<file path="config.mk">
export PLATFORM = sky130hd
export DESIGN_NAME = diff_vector_sequencer
export DESIGN_NICKNAME = d
export VERILOG_FILES = /design/src/rtl/diff_vector_sequencer.sv
export SDC_FILE = /design/constraint.sdc
export NUM_CORES = 2
export LEC_CHECK = 0
export BUFFER_PORTS_ARGS = -buffer_cell sky130_fd_sc_hd__buf_2
export CAP_MARGIN = 25
export CORE_ASPECT_RATIO = 0.9
export CORE_MARGIN = 1
export CORE_UTILIZATION = 31
export CTS_CLUSTER_SIZE = 30
export DETAILED_ROUTE_END_ITERATION = 6
export RECOVER_POWER = 50
export SETUP_SLACK_MARGIN = 0.02
export SYNTH_ARGS = -nofsm -noshare
export SYNTH_HDL_FRONTEND = slang
export SYNTH_SLANG_ARGS = --single-unit
</file>
<file path="constraint.sdc">
create_clock -name clk -period 5.6 [get_ports clk]
set_clock_uncertainty 0.05 [all_clocks]
set_input_delay 0.84 -clock clk [delete_from_list [all_inputs] [get_ports clk]]
set_output_delay 0.84 -clock clk [all_outputs]
set_load 0.02 [all_outputs]
</file>
<file path="src/rtl/diff_vector_sequencer.sv">
// Differential test sequencer: replays a loaded table of input vectors into two
// builds of a datapath and tracks first mismatch plus a MISR signature of build A.
module diff_vector_sequencer #(
  parameter int VEC_W  = 85,
  parameter int Y_W    = 192,
  parameter int DEPTH  = 32,
  parameter int AW     = 5,
  parameter int SETTLE = 2
) (
  input  logic             clk,
  input  logic             rst,
  input  logic             cfg_we,
  input  logic [AW-1:0]    cfg_addr,
  input  logic [VEC_W-1:0] cfg_wdata,
  input  logic [AW:0]      cfg_count,
  input  logic             start,
  output logic             busy,
  output logic             done,
  output logic [VEC_W-1:0] vec_out,
  input  logic [Y_W-1:0]   y_a,
  input  logic [Y_W-1:0]   y_b,
  output logic             mismatch,
  output logic [AW-1:0]    mism_idx,
  output logic [31:0]      sig,
  output logic [2:0]       dbg_state
);

  // Run handshake: start is taken only in the cycle the block is idle (busy=0);
  // it is a request, not a level. Completion is the single-cycle done pulse,
  // after which sig/mismatch/mism_idx/vec_out stay stable until the next start.
  typedef enum logic [2:0] {
    S_IDLE   = 3'd0,
    S_APPLY  = 3'd1,
    S_WAIT   = 3'd2,
    S_SAMPLE = 3'd3,
    S_DONE   = 3'd4
  } state_t;

  localparam logic [3:0] SETTLE_V = 4'(SETTLE);
  localparam logic [AW:0] CNT_ONE = (AW+1)'(1);

  state_t           r_state;
  state_t           w_next;
  logic [VEC_W-1:0] r_mem [DEPTH];
  logic [VEC_W-1:0] r_vec;
  logic [AW:0]      r_cnt;
  logic [AW-1:0]    r_idx;
  logic [3:0]       r_settle;
  logic [31:0]      r_sig;
  logic             r_mismatch;
  logic [AW-1:0]    r_mism_idx;

  logic             w_start;
  logic             w_last;
  logic [31:0]      w_fold;
  logic [31:0]      w_sig_next;

  assign w_start = (r_state == S_IDLE) && start;
  assign w_last  = ({1'b0, r_idx} == (r_cnt - CNT_ONE));

  always_comb begin
    w_fold = '0;
    for (int k = 0; k < Y_W / 32; k++) begin
      w_fold = w_fold ^ y_a[k*32 +: 32];
    end
  end

  // x^32 + x^22 + x^2 + x + 1 shift, then fold in the compressed output word
  assign w_sig_next = {r_sig[30:0], r_sig[31] ^ r_sig[21] ^ r_sig[1] ^ r_sig[0]} ^ w_fold;

  always_ff @(posedge clk) begin
    if (rst) begin
      r_state <= S_IDLE;
    end else begin
      r_state <= w_next;
    end
  end

  always_comb begin
    w_next = r_state;
    case (r_state)
      S_IDLE: begin
        if (start) begin
          w_next = (cfg_count == '0) ? S_DONE : S_APPLY;
        end
      end
      S_APPLY: begin
        w_next = (SETTLE == 0) ? S_SAMPLE : S_WAIT;
      end
      S_WAIT: begin
        if (r_settle == 4'd1) begin
          w_next = S_SAMPLE;
        end
      end
      S_SAMPLE: begin
        w_next = w_last ? S_DONE : S_APPLY;
      end
      S_DONE: begin
        w_next = S_IDLE;
      end
      default: begin
        w_next = S_IDLE;
      end
    endcase
  end

  // Table has no reset; writes land only while idle, including the start cycle
  always_ff @(posedge clk) begin
    if (r_state == S_IDLE && cfg_we) begin
      r_mem[cfg_addr] <= cfg_wdata;
    end
  end

  always_ff @(posedge clk) begin
    if (rst) begin
      r_vec      <= '0;
      r_cnt      <= '0;
      r_idx      <= '0;
      r_settle   <= '0;
      r_sig      <= 32'hFFFF_FFFF;
      r_mismatch <= 1'b0;
      r_mism_idx <= '0;
    end else begin
      case (r_state)
        S_IDLE: begin
          if (w_start) begin
            r_cnt      <= cfg_count;
            r_idx      <= '0;
            r_sig      <= 32'hFFFF_FFFF;
            r_mismatch <= 1'b0;
            r_mism_idx <= '0;
          end
        end
        S_APPLY: begin
          r_vec    <= r_mem[r_idx];
          r_settle <= SETTLE_V;
        end
        S_WAIT: begin
          r_settle <= r_settle - 4'd1;
        end
        S_SAMPLE: begin
          r_sig <= w_sig_next;
          if ((y_a != y_b) && !r_mismatch) begin
            r_mismatch <= 1'b1;
            r_mism_idx <= r_idx;
          end
          if (!w_last) begin
            r_idx <= r_idx + 1'b1;
          end
        end
        default: begin
        end
      endcase
    end
  end

  assign busy      = (r_state != S_IDLE);
  assign done      = (r_state == S_DONE);
  assign vec_out   = r_vec;
  assign mismatch  = r_mismatch;
  assign mism_idx  = r_mism_idx;
  assign sig       = r_sig;
  assign dbg_state = r_state;

endmodule

</file>
# --- Word-level counts from Yosys, hierarchy flattened ---
# Memories as Yosys holds them, arrays and structs flattened. A register that Yosys moved wholly into a read port is not among the register bits.
# Index checks and enable logic that the tools add are counted.
word_totals:
  ram_bits: 2720
  wordCells: 64
  input_bits: 484
  mem_count: 1
  ff_bits: 56
  out_inout_bits: 128
op_classes:
  bitwise_logic: 9
  n_eq_ne: 12
  muxes: 18
  add_sub_neg: 3
  n_reduce_logical: 14
memory_table:
  columns: ["memory", "words", "word_bits", "read_ports", "rd_ports_with_merged_regs", "write_ports", "line", "source"]
  rows:
  - ["r_mem", 32, 85, 1, 1, 1, "44", "logic [VEC_W-1:0] r_mem [DEPTH];"]
op_table:
  columns: ["operator", "n"]
  rows:
  - ["inequality test 192 bit", 1]
  - ["bitwise XOR 32 bit", 6]
  - ["case mux 32 bit (2 select lines)", 1]
  - ["2-to-1 mux 32 bit", 1]
  - ["case mux 5 bit (2 select lines)", 2]
  - ["2-to-1 mux 5 bit", 3]
  - ["2-to-1 mux 3 bit", 4]
  - ["case mux 3 bit (4 select lines)", 1]
  - ["inequality test 2 bit, second input constant", 5]
  - ["case mux 4 bit (2 select lines)", 1]
  - ["equality test 3 x 2 -> 1 bit, second input constant", 2]
  - ["equality test 5 x 6 -> 1 bit", 1]
  - ["logical NOT 6 bit", 1]
  - ["AND reduction 2 bit", 3]
  - ["AND reduction 3 bit", 2]
  - ["subtractor 6 x 1 -> 6 bit, second input constant", 1]
  - ["adder 5 x 1 -> 5 bit, second input constant", 1]
  - ["equality test 4 x 1 -> 1 bit, second input constant", 1]
  - ["2-to-1 mux 1 bit", 4]
  - ["nonzero test 2 bit", 2]
  - ["subtractor 4 x 1 -> 4 bit, second input constant", 1]
  - ["equality test 3 x 1 -> 1 bit, second input constant", 1]
  - ["equality test 3 bit, second input constant", 1]
  - ["logical AND 1 bit", 3]
  - ["5 further kinds", 7]

# --- Depth between registers and ports, before layout ---
logic_depth:
  word_depth: 7
  mapped_depth: 9
  depth_no_buf: 9

# --- Least setup slack after synthesis ---
# No wires, ideal clock.
synth_timing:
  path_type: "register to register"
  startpoint: "reg r_state[2], in the netlist dbg_state[2]"
  endpoint: "mem r_mem[12][0] (enable)"
  required_ps: 5021
  synth_period_minus_slack_ps: 5679
  path_slack_ps: -79
  path_stages_with_launch: 7
  t_arrival_ps: 5099
  setup_ps: 529
  n_path_buf: 2
  path_cell_list: "dfxtp_1 clkbuf_1 nor3_1 nand2_1 or3_1 clkbuf_1 nor2_1"
synth_via:
  elab_chain_cells: 4
synth_rtl:
  columns: ["item", "line", "source"]
  rows:
  - ["from (decl)", "42", "state_t r_state;"]
  - ["from (signal assigned)", "75", "r_state <= w_next;"]
  - ["logical NOT 3 bit", "109", "if (r_state == S_IDLE && cfg_we) begin"]
  - ["logical AND 1 bit", "109", null]
  - ["2-to-1 mux 1 bit", "109", null]
  - ["2-to-1 mux 1 bit (not written as such)", "110", "r_mem[cfg_addr] <= cfg_wdata;"]
  - ["to (decl)", "44", null]
# No other way between the ends.

# --- Worst setup path in the final report ---
layout_timing:
  startpoint: "reg r_state[0], in the netlist dbg_state[0]"
  endpoint: "mem r_mem[17][83] (enable)"
# Same word-level chain as after synthesis.

==> metrics <==
Hold Path Class input port to register; beginning of the critical path dbg_state[0]; Primary FF master, synth edfxtp_1; min-delay src cfg_count[1]; cell area after synthesis 112000 um2; DRC 0; slew margin rel. -10.2%; commonest non-fill, non-tap cells in the layout edfxtp_1 (2720), mux4_2 (850), buf_2 (415); Setup Buffers After CTS 0; drt wl/cell 31.4 um; unrepaired setup endpoints after global routing false; Synth area leader edfxtp_1; DP Cell Count 10.2k; Power Density 343 nW/um2; final worst-path cycle share 78.2%; clk slew on worst S/H paths 60 ps; r2r startpoint dbg_state[0]; Vias/cell 5.15; Ports 612; Fin Setup TNS 0 ps; Switch Pwr 9700 uW; Worst-Skew Late Latency 840 ps; Crit. End Element register; drt pass-1 iters 7; critical path class register to register; DPL Wire Length 205000 um; Die Ht 572 um; largest net degree at the start of global routing 84; violated checks capacitance limit, slew limit; Synth cell types 46; Yosys top cell area share 73.0%; Area after DPL 122000 um2; cells after synthesis 4946; max incr delay on CP 1030 ps; vias 55.2k; critical-path cell list nor3_1, clkbuf_1, nand4b_1, nor2_4, buf_12; clock share of power 41.9%; CTS sink cnt 2861; nets 6237; share of power burned in registers 53.1%; IO buf count 611; clk root buf clkbuf_16; combinational share of power 5.0%; first-pass GRT wire length 461000 um; worst-case vdd ir drop 0.238 mV; Arrival @ worst endpoint 4820 ps; Internal 35200 uW; CORE AREA 358000 um2; status finished, violations left; drt total wl 336000 um; Worst Path Required 6040 ps; grt total ovfl 0; Synth Warn # 0; Antenna Nets Post-Route 0; most common cell after layout, fill and taps aside edfxtp_1; actual slew at the worst max-slew pin 1650 ps; Area growth, synth to finish 16.9%; worst hold slack 238 ps; post_cts resized 0; TritonCTS buffer count 291; Die ar. 363000 um2; Final Hold Fails 0; fmax 0.228 GHz; Cell Count, Final, Fillers Out 10.7k; setup violators final 0; Startpoint Class register; Power, Total 44900 uW; Tmin final 4380 ps; Max Root-Sink Buffers 4; syn avg cell area 22.6 um2; H-tree lvl count 5; crit-path max FO 43; Initial Utilization 31.2%; number of fill cells in the layout 32.5k; CP max stage cell nor2_4; Seq/Total Area, Yosys 75.6%; EDFF count, synth 2720; hold_buf cts 0; post-synthesis sequential element count 2861; initial antenna violation count 113; leakage 0.0394 uW; Iteration-0 DRC Markers 5806; row count 208; vias in the first global route 56.1k; CTS tree built; MaxCap Viol Count 1; most area-consuming cells after synthesis edfxtp_1 (73%), mux4_2 (17%), dfxtp_1 (2.5%); Net Sw Frac 21.6%; GRT Overall Usage 18.1%; syn nets 5434; fin area 131000 um2; Placer Congestion 0.962; ratio of cells with drive above 1 in the final layout 31.4%; Slew Limit Fails 21; fraction of registers with async set/reset 0%; chip width 635 um
worst paths after layout:
check                   to  slack [ps]  cells past startpoint
max          r_mem[17][83]        1220                      5
max reg2reg  r_mem[17][83]        1220                      5
min               r_cnt[1]         240                      3
min reg2reg       r_cnt[1]         430                      2
metrics by stage:
stage | worst slack [ps] | utilization (%)
4_1_cts | 1820 | 36.6
5_1_grt | 1030 | 36.5
2_1_floorplan | -78.5 | -
6_report | 1220 | 36.5
3_3_place_gp | 1850 | 34.0
3_5_place_dp | 1820 | 34.0
flip-flops by register name, summed over array words and instances (netlist names):
name	count
r_settle	4
r_cnt	6
vec_out	85
mismatch	1
r_mem	2720
sig	32
dbg_state	3
r_idx	5
mism_idx	5
routing by layer:
metal | up-vias | GRT usage (%) | share of wire (%)
met5 | - | 0 | 0.067
met4 | 34 | 4.66 | 2.8
met3 | 547 | 3.15 | 6.3
met2 | 2159 | 30.6 | 49
met1 | 30000 | 24.2 | 41
li1 | 22400 | - | -
synth_stat cells, types with 3 or more instances:
cell	instances
edfxtp_1	2720
nand4_1	20
nor3_1	39
nand2_1	30
nand3b_1	3
ha_1	4
nor4_1	43
clkbuf_1	122
mux2i_1	89
a22o_1	5
dfxtp_1	141
o21bai_1	31
xor2_1	163
inv_1	12
buf_1	24
xnor2_1	225
nor2b_1	3
buf_2	102
or4_1	3
mux4_2	850
o21ai_0	6
nand3_1	5
or3_1	3
a211oi_1	85
nor2_1	169
a21oi_1	19
o22ai_1	3
cell families after synthesis:
group | share of synthesized area, %
flip-flops | 75.6
AO/OA/AOI/OAI | 1.05
XOR/XNOR | 3.04
adder cells (fa/ha/maj) | 0.0448
multiplexers | 17.9
buffers and inverters | 1.02
AND/OR/NAND/NOR | 1.36
power by group through the flow:
stage	sequential [uW]	combinational, uW	clock, uW
finish	23900	2240	18800
global route	23900	2390	19900
CTS	23900	2320	19200
detailed placement	24300	2310	0
global placement	24300	2280	0
floorplan	24400	944	0
area by class of cell:
| type | count | area (um2) | share of cell area [%] |
|---|---|---|---|
| clock buffers | 394 | 8170 | 6.25 |
| clock inverters | 123 | 966 | 0.739 |
| inverters | 12 | 45.0 | 0.0345 |
| repair buffers | 762 | 4650 | 3.56 |
| flip-flops and latches | 2861 | 84500 | 64.6 |
| diodes | 25 | 62.6 | 0.0478 |
| multi-input cells | 1821 | 26400 | 20.2 |
| well taps | 4725 | 5910 | 4.52 |
worst max-delay path: cells and delay by family, from the launching register on:
kind | cells | cell delay [ps]
AND/OR/NAND/NOR | 3 | 2240
flip-flops | 1 | 480
buffers and inverters | 2 | 1140
Power figures use the tool's default switching activity.
